[config.mk]
export PLATFORM = sky130hd
export DESIGN_NAME = shift_add_sequencer
export DESIGN_NICKNAME = d
export VERILOG_FILES = /design/src/rtl/shift_add_seq_pkg.sv /design/src/rtl/shift_add_alu.sv /design/src/rtl/shift_add_sequencer.sv
export SDC_FILE = /design/constraint.sdc
export NUM_CORES = 1
export LEC_CHECK = 0
export CAP_MARGIN = 25
export CORE_MARGIN = 2
export CORE_UTILIZATION = 50
export DETAILED_ROUTE_END_ITERATION = 8
export PLACE_DENSITY_LB_ADDON = 0.25
export SYNTH_ARGS = -nofsm -noshare
export SYNTH_HDL_FRONTEND = slang
export SYNTH_HIERARCHICAL = 1
export SYNTH_SLANG_ARGS = --single-unit
[constraint.sdc]
create_clock -name clk -period 9.8 [get_ports clk]
set_input_delay 0.98 -clock clk [delete_from_list [all_inputs] [get_ports clk]]
set_output_delay 0.98 -clock clk [all_outputs]
set_load 0.05 [all_outputs]
[src/rtl/shift_add_seq_pkg.sv]
// Shared types and constants for the shift-add constant-multiply sequencer.
// Each recipe is a short list of shift-and-add steps whose result equals x*K.
package shift_add_seq_pkg;

   typedef enum logic [1:0] {
      ST_IDLE = 2'd0,
      ST_RUN  = 2'd1,
      ST_DONE = 2'd2
   } state_t;

   typedef enum logic [1:0] {
      ADD_X   = 2'd0,
      SUB_X   = 2'd1,
      ADD_ACC = 2'd2
   } op_t;

   typedef struct packed {
      op_t        op;
      logic [2:0] shift;
      logic       last;
   } step_t;

   localparam int unsigned K0 = 32'd707;
   localparam int unsigned K1 = 32'd711;

   // 707 = ((((x<<2)+x)<<1)+x)<<5 ... evaluated step by step
   localparam step_t RECIPE_707 [4] = '{
      '{ADD_X, 3'd2, 1'b0},
      '{ADD_X, 3'd1, 1'b0},
      '{ADD_X, 3'd5, 1'b0},
      '{ADD_X, 3'd1, 1'b1}
   };

   // 711: 5x, then 80x-x = 79x, then 632x+79x = 711x
   localparam step_t RECIPE_711 [3] = '{
      '{ADD_X,   3'd2, 1'b0},
      '{SUB_X,   3'd4, 1'b0},
      '{ADD_ACC, 3'd3, 1'b1}
   };

   // Select the current step for a requester; the short recipe clamps to its last step.
   function automatic step_t recipe_step(input logic id, input logic [1:0] idx);
      step_t s;
      s = RECIPE_711[2];
      if (id == 1'b0) begin
         s = RECIPE_707[idx];
      end else begin
         case (idx)
            2'd0:    s = RECIPE_711[0];
            2'd1:    s = RECIPE_711[1];
            default: s = RECIPE_711[2];
         endcase
      end
      return s;
   endfunction

endpackage

[src/rtl/shift_add_alu.sv]
// Combinational shift-add step: next acc from (acc, x, op, shift), modulo 2^WIDTH.
module shift_add_alu
   import shift_add_seq_pkg::*;
#(
   parameter int WIDTH = 32
) (
   input  logic [WIDTH-1:0] acc,
   input  logic [WIDTH-1:0] x,
   input  op_t              op,
   input  logic [2:0]       shift,
   output logic [WIDTH-1:0] acc_next
);

   logic [WIDTH-1:0] shifted;

   // Shift the accumulator, then add/subtract x or add the unshifted accumulator.
   always_comb begin
      shifted = acc << shift;
      case (op)
         ADD_X:   acc_next = shifted + x;
         SUB_X:   acc_next = shifted - x;
         ADD_ACC: acc_next = shifted + acc;
         default: acc_next = shifted;
      endcase
   end

endmodule

[src/rtl/shift_add_sequencer.sv]
// Two-requester constant multiplier (x*707 for req0, x*711 for req1) using
// one shared shift-add step unit and round-robin arbitration.
// Optional self-check output chk_err is built when SHIFT_ADD_SEQ_CHECK_EN is defined.
module shift_add_sequencer
   import shift_add_seq_pkg::*;
#(
   parameter int WIDTH = 32
) (
   input  logic             clk,
   input  logic             rst,
   input  logic             req0_valid,
   output logic             req0_ready,
   input  logic [WIDTH-1:0] req0_data,
   input  logic             req1_valid,
   output logic             req1_ready,
   input  logic [WIDTH-1:0] req1_data,
   output logic             rsp_valid,
   input  logic             rsp_ready,
   output logic [WIDTH-1:0] rsp_data,
   output logic             rsp_id,
   output logic             busy
`ifdef SHIFT_ADD_SEQ_CHECK_EN
   ,
   output logic             chk_err
`endif
);

   state_t           state;
   state_t           state_next;
   logic [WIDTH-1:0] acc;
   logic [WIDTH-1:0] x_reg;
   logic             id;
   logic [1:0]       idx;
   logic             last_grant;
   logic             grant;
   logic             accept;
   logic [WIDTH-1:0] in_data;
   logic [WIDTH-1:0] alu_next;
   step_t            cur_step;

   assign cur_step = recipe_step(id, idx);
   assign rsp_data = acc;
   assign rsp_id   = id;

   shift_add_alu #(.WIDTH(WIDTH)) u_alu (
      .acc      (acc),
      .x        (x_reg),
      .op       (cur_step.op),
      .shift    (cur_step.shift),
      .acc_next (alu_next)
   );

   // Round-robin pick: on contention favour the requester not granted last.
   always_comb begin
      grant = 1'b0;
      if (req0_valid && req1_valid) begin
         grant = ~last_grant;
      end else if (req1_valid) begin
         grant = 1'b1;
      end else begin
         grant = 1'b0;
      end
   end

   // Ready only in IDLE (and never under reset), only for the granted requester.
   always_comb begin
      req0_ready = 1'b0;
      req1_ready = 1'b0;
      if (!rst && state == ST_IDLE) begin
         req0_ready = req0_valid && !grant;
         req1_ready = req1_valid && grant;
      end else begin
         req0_ready = 1'b0;
         req1_ready = 1'b0;
      end
   end

   assign accept  = req0_ready | req1_ready;
   assign in_data = grant ? req1_data : req0_data;

   // State register.
   always_ff @(posedge clk or posedge rst) begin
      if (rst) begin
         state <= ST_IDLE;
      end else begin
         state <= state_next;
      end
   end

   // Next-state and status outputs.
   always_comb begin
      state_next = state;
      rsp_valid  = 1'b0;
      busy       = 1'b1;
      case (state)
         ST_IDLE: begin
            busy = 1'b0;
            if (accept) begin
               state_next = ST_RUN;
            end else begin
               state_next = ST_IDLE;
            end
         end
         ST_RUN: begin
            if (cur_step.last) begin
               state_next = ST_DONE;
            end else begin
               state_next = ST_RUN;
            end
         end
         ST_DONE: begin
            rsp_valid = 1'b1;
            if (rsp_ready) begin
               state_next = ST_IDLE;
            end else begin
               state_next = ST_DONE;
            end
         end
         default: begin
            state_next = ST_IDLE;
         end
      endcase
   end

   // Datapath: capture operand on accept, step the accumulator while running.
   always_ff @(posedge clk or posedge rst) begin
      if (rst) begin
         acc        <= {WIDTH{1'b0}};
         x_reg      <= {WIDTH{1'b0}};
         id         <= 1'b0;
         idx        <= 2'd0;
         last_grant <= 1'b1;
      end else begin
         case (state)
            ST_IDLE: begin
               if (accept) begin
                  x_reg      <= in_data;
                  acc        <= in_data;
                  id         <= grant;
                  idx        <= 2'd0;
                  last_grant <= grant;
               end
            end
            ST_RUN: begin
               acc <= alu_next;
               idx <= idx + 2'd1;
            end
            default: begin
               acc <= acc;
            end
         endcase
      end
   end

`ifdef SHIFT_ADD_SEQ_CHECK_EN
   logic [WIDTH-1:0] expected;

   // Reference product for the job currently held.
   always_comb begin
      expected = id ? (x_reg * WIDTH'(K1)) : (x_reg * WIDTH'(K0));
   end

   // Sticky flag: any presented result that disagrees with x*K.
   always_ff @(posedge clk or posedge rst) begin
      if (rst) begin
         chk_err <= 1'b0;
      end else if (rsp_valid && (rsp_data != expected)) begin
         chk_err <= 1'b1;
      end
   end
`endif

endmodule

==> impl_metrics.toml <==
[layout]
diodes = 0
finalNetCount = 1205
drive_above_1_share_pct = 7.83
multi_input_area_mm2 = 0.00538
seq_area_mm2 = 0.00175
area_growth_pct = 17.5
fillCellCount = 1399
fin_area_mm2 = 0.00917

[drt]
routed_wirelength_mm = 25.7
dr_total_vias = 8226
final_antenna_net_count = 0
drt_iter0_drc = 835
dr.pass1.iters = 5
drc_errors = 0
via_per_inst = 6.39
wl_per_cell_um = 20.0

[clocking]
numCtsBuffers = 9
post_cts_buffers = 0
clock_path_buffers = 2
tritoncts = "done"
clk_pin_slew_ns = 0.06
worstSkewPairLatency_ns = 0.35
cts_hold_buf = 0
clkSinkCount = 70
cts_root_buf = "clkbuf_16"
htreeDepth = 3
cts-resized-gates = 0

[place]
hpwl_mm = 18.7
place_area_mm2 = 0.00885
globalplace.congestion = 0.997
port_buffers = 105

[sta]
whs_ns = 0.516
setup-tns-final_ns = 0
worst_slew_pin_slew_ns = 0.838
setup_violations = 0
fin_skew_ns = 0.0113
slew_headroom_pct = 44.1
fin_crit_sh_pct = 58.7
fmax_ghz = 0.174
rsz0062_at_grt = "false"
slew_violations = 0
finalHoldViolCount = 0
layout_min_cycle_time_ns = 5.75

[floorplanning]
std_cell_rows = 45
die_area_mm2 = 0.0166
ios = 106
initial_core_util_pct = 51.3
coreArea_mm2 = 0.0152
chipWidth_um = 129
die_height_um = 129

[synth]
async_reset_ff_share_pct = 100
synth_area_per_cell_um2 = 7.51
ys.warnings.count = 6
synth_cell_types = 76
synth_cells = 1039
synth_flop_cell = "dfrtp_1"
synthTopCellsByArea = "dfrtp_1, mux2i_1, ha_1, nand2_1, a21oi_1"
yosysSeqAreaShare_pct = 22.5
synth_edf_count = 0
yosysTopAreaCell = "dfrtp_1"
synth_area_mm2 = 0.00781
syn_nets = 1150
synth_top_area_share_pct = 22.1
yosys_register_bits = 70

[global_routing]
grt_max_degree = 66
antenna_found_initial = 0
gr-total-overflow = 0
grt_pass1_vias = 7927
track_usage_pct = 31.5
grt_pass1_wl_mm = 41.5

[worst_setup_path]
crit_fanout = 33
cp_data_arrival_time_ns = 6.01
startpoint_type = "flop"
rrSetupSlack_ns = 4.05
critical_path_required_ns = 10.06
cp-end-kind = "flop"
critical_path_class = "flop to flop"

[run_status]
status = "finished, final reports clean"

[flow_run]
max_cap_viol_count = 0

[hold_path]
hp-class = "flop to flop"
-- per-layer routing --
metal	global-route usage, %	vias up	share of wire (%)	wire (µm)
li1	-	3866	-	-
met1	37.0	3857	39	10100
met2	54.7	410	48	12400
met3	5.70	93	7.1	1820
met4	16.6	0	5.4	1390
met5	0	-	0	0
-- worst max-delay path: stages (launching register included) --
cell       delay [ns]
dfrtp_1          0.45
inv_1            0.14
ha_1             0.21
nor3b_1          0.46
o21bai_2         0.21
buf_4            0.33
clkinv_1         0.66
a211oi_1         0.41
a21oi_1          0.10
mux2_2           0.31
ha_1             0.36
a21o_1           0.20
a31oi_1          0.22
nor2_1           0.07
o32a_1           0.38
nor2_1           0.26
o21bai_1         0.15
a2111oi_0        0.38
nand3b_1         0.16
nand2_1          0.08
o221ai_2         0.09
-- Yosys cell counts (all sizes together) (8+ instances only) --
master    n
inv      83
nor2     72
clkbuf   46
o221ai   32
a32oi    13
mux2i    60
buf      29
nand4    11
nand3    14
o21ai   141
nand2   134
ha       41
xor2      9
xnor2    15
dfrtp    69
nor3     17
a21oi    75
a21o     13
o31a     15
o22ai    16
mux2     16
a31oi     8
-- area by class of cell --
type | count | area share, %
multi-input cells | 809 | 58.7
inverters | 85 | 3.48
repair buffers | 119 | 12.6
well taps | 188 | 2.56
clock inverters | 5 | 0.900
clock buffers | 11 | 2.65
flip-flops and latches | 70 | 19.1
-- metrics by stage --
stage / setup slack [ns] / utilization (%) / std cells
finish: 4.05 / 60.3 / 1287
CTS: 4.16 / 60.3 / 1287
global route: 3.54 / 60.3 / 1287
global placement: 4.28 / 58.2 / 1271
detailed placement: 4.18 / 58.2 / 1271
floorplan: 5.15 / - / 1039
-- kinds of logic after synthesis --
| kind of cell | share of synthesized area, % |
|---|---|
| xor gates and xnor gates | 2.69 |
| and+or+nand+nor | 17.9 |
| AOI/OAI and AO/OA | 30.8 |
| DFF | 22.5 |
| adders and majority gates | 6.83 |
| muxes | 10.3 |
| buffers and inverters | 9.01 |
-- path summary, 6_finish.rpt --
path / startpoint / endpoint / cells after the start
setup / recovery: idx[1]$_DFFE_PP0P_ / rsp_data[25]$_DFFE_PP0P_ / 20
max in group asynchronous: rst / rsp_data[0]$_DFFE_PP0P_ / 3
setup reg to reg: idx[1]$_DFFE_PP0P_ / rsp_data[25]$_DFFE_PP0P_ / 20
hold / removal: x_reg[17]$_DFFE_PP0P_ / x_reg[17]$_DFFE_PP0P_ / 2
hold reg to reg: x_reg[17]$_DFFE_PP0P_ / x_reg[17]$_DFFE_PP0P_ / 2
min in group asynchronous: rst / rsp_id$_DFFE_PP0P_ / 2
-- cells in the final DEF (no fill, tap or decap), types with 14 or more instances in the layout --
master	count
a21oi_1	75
buf_4	14
clkdlybuf4s50_1	105
dfrtp_1	69
ha_1	41
inv_1	81
mux2_2	16
mux2i_1	60
nand2_1	134
nand3_1	14
nor2_1	71
nor3_1	14
o21ai_0	63
o21ai_1	74
o221ai_1	15
o221ai_2	17
o22ai_1	16
o31a_1	15
xnor2_1	15
Power is not shown: default switching activity piles up to over one toggle a cycle in this logic, so the estimate is an artifact.
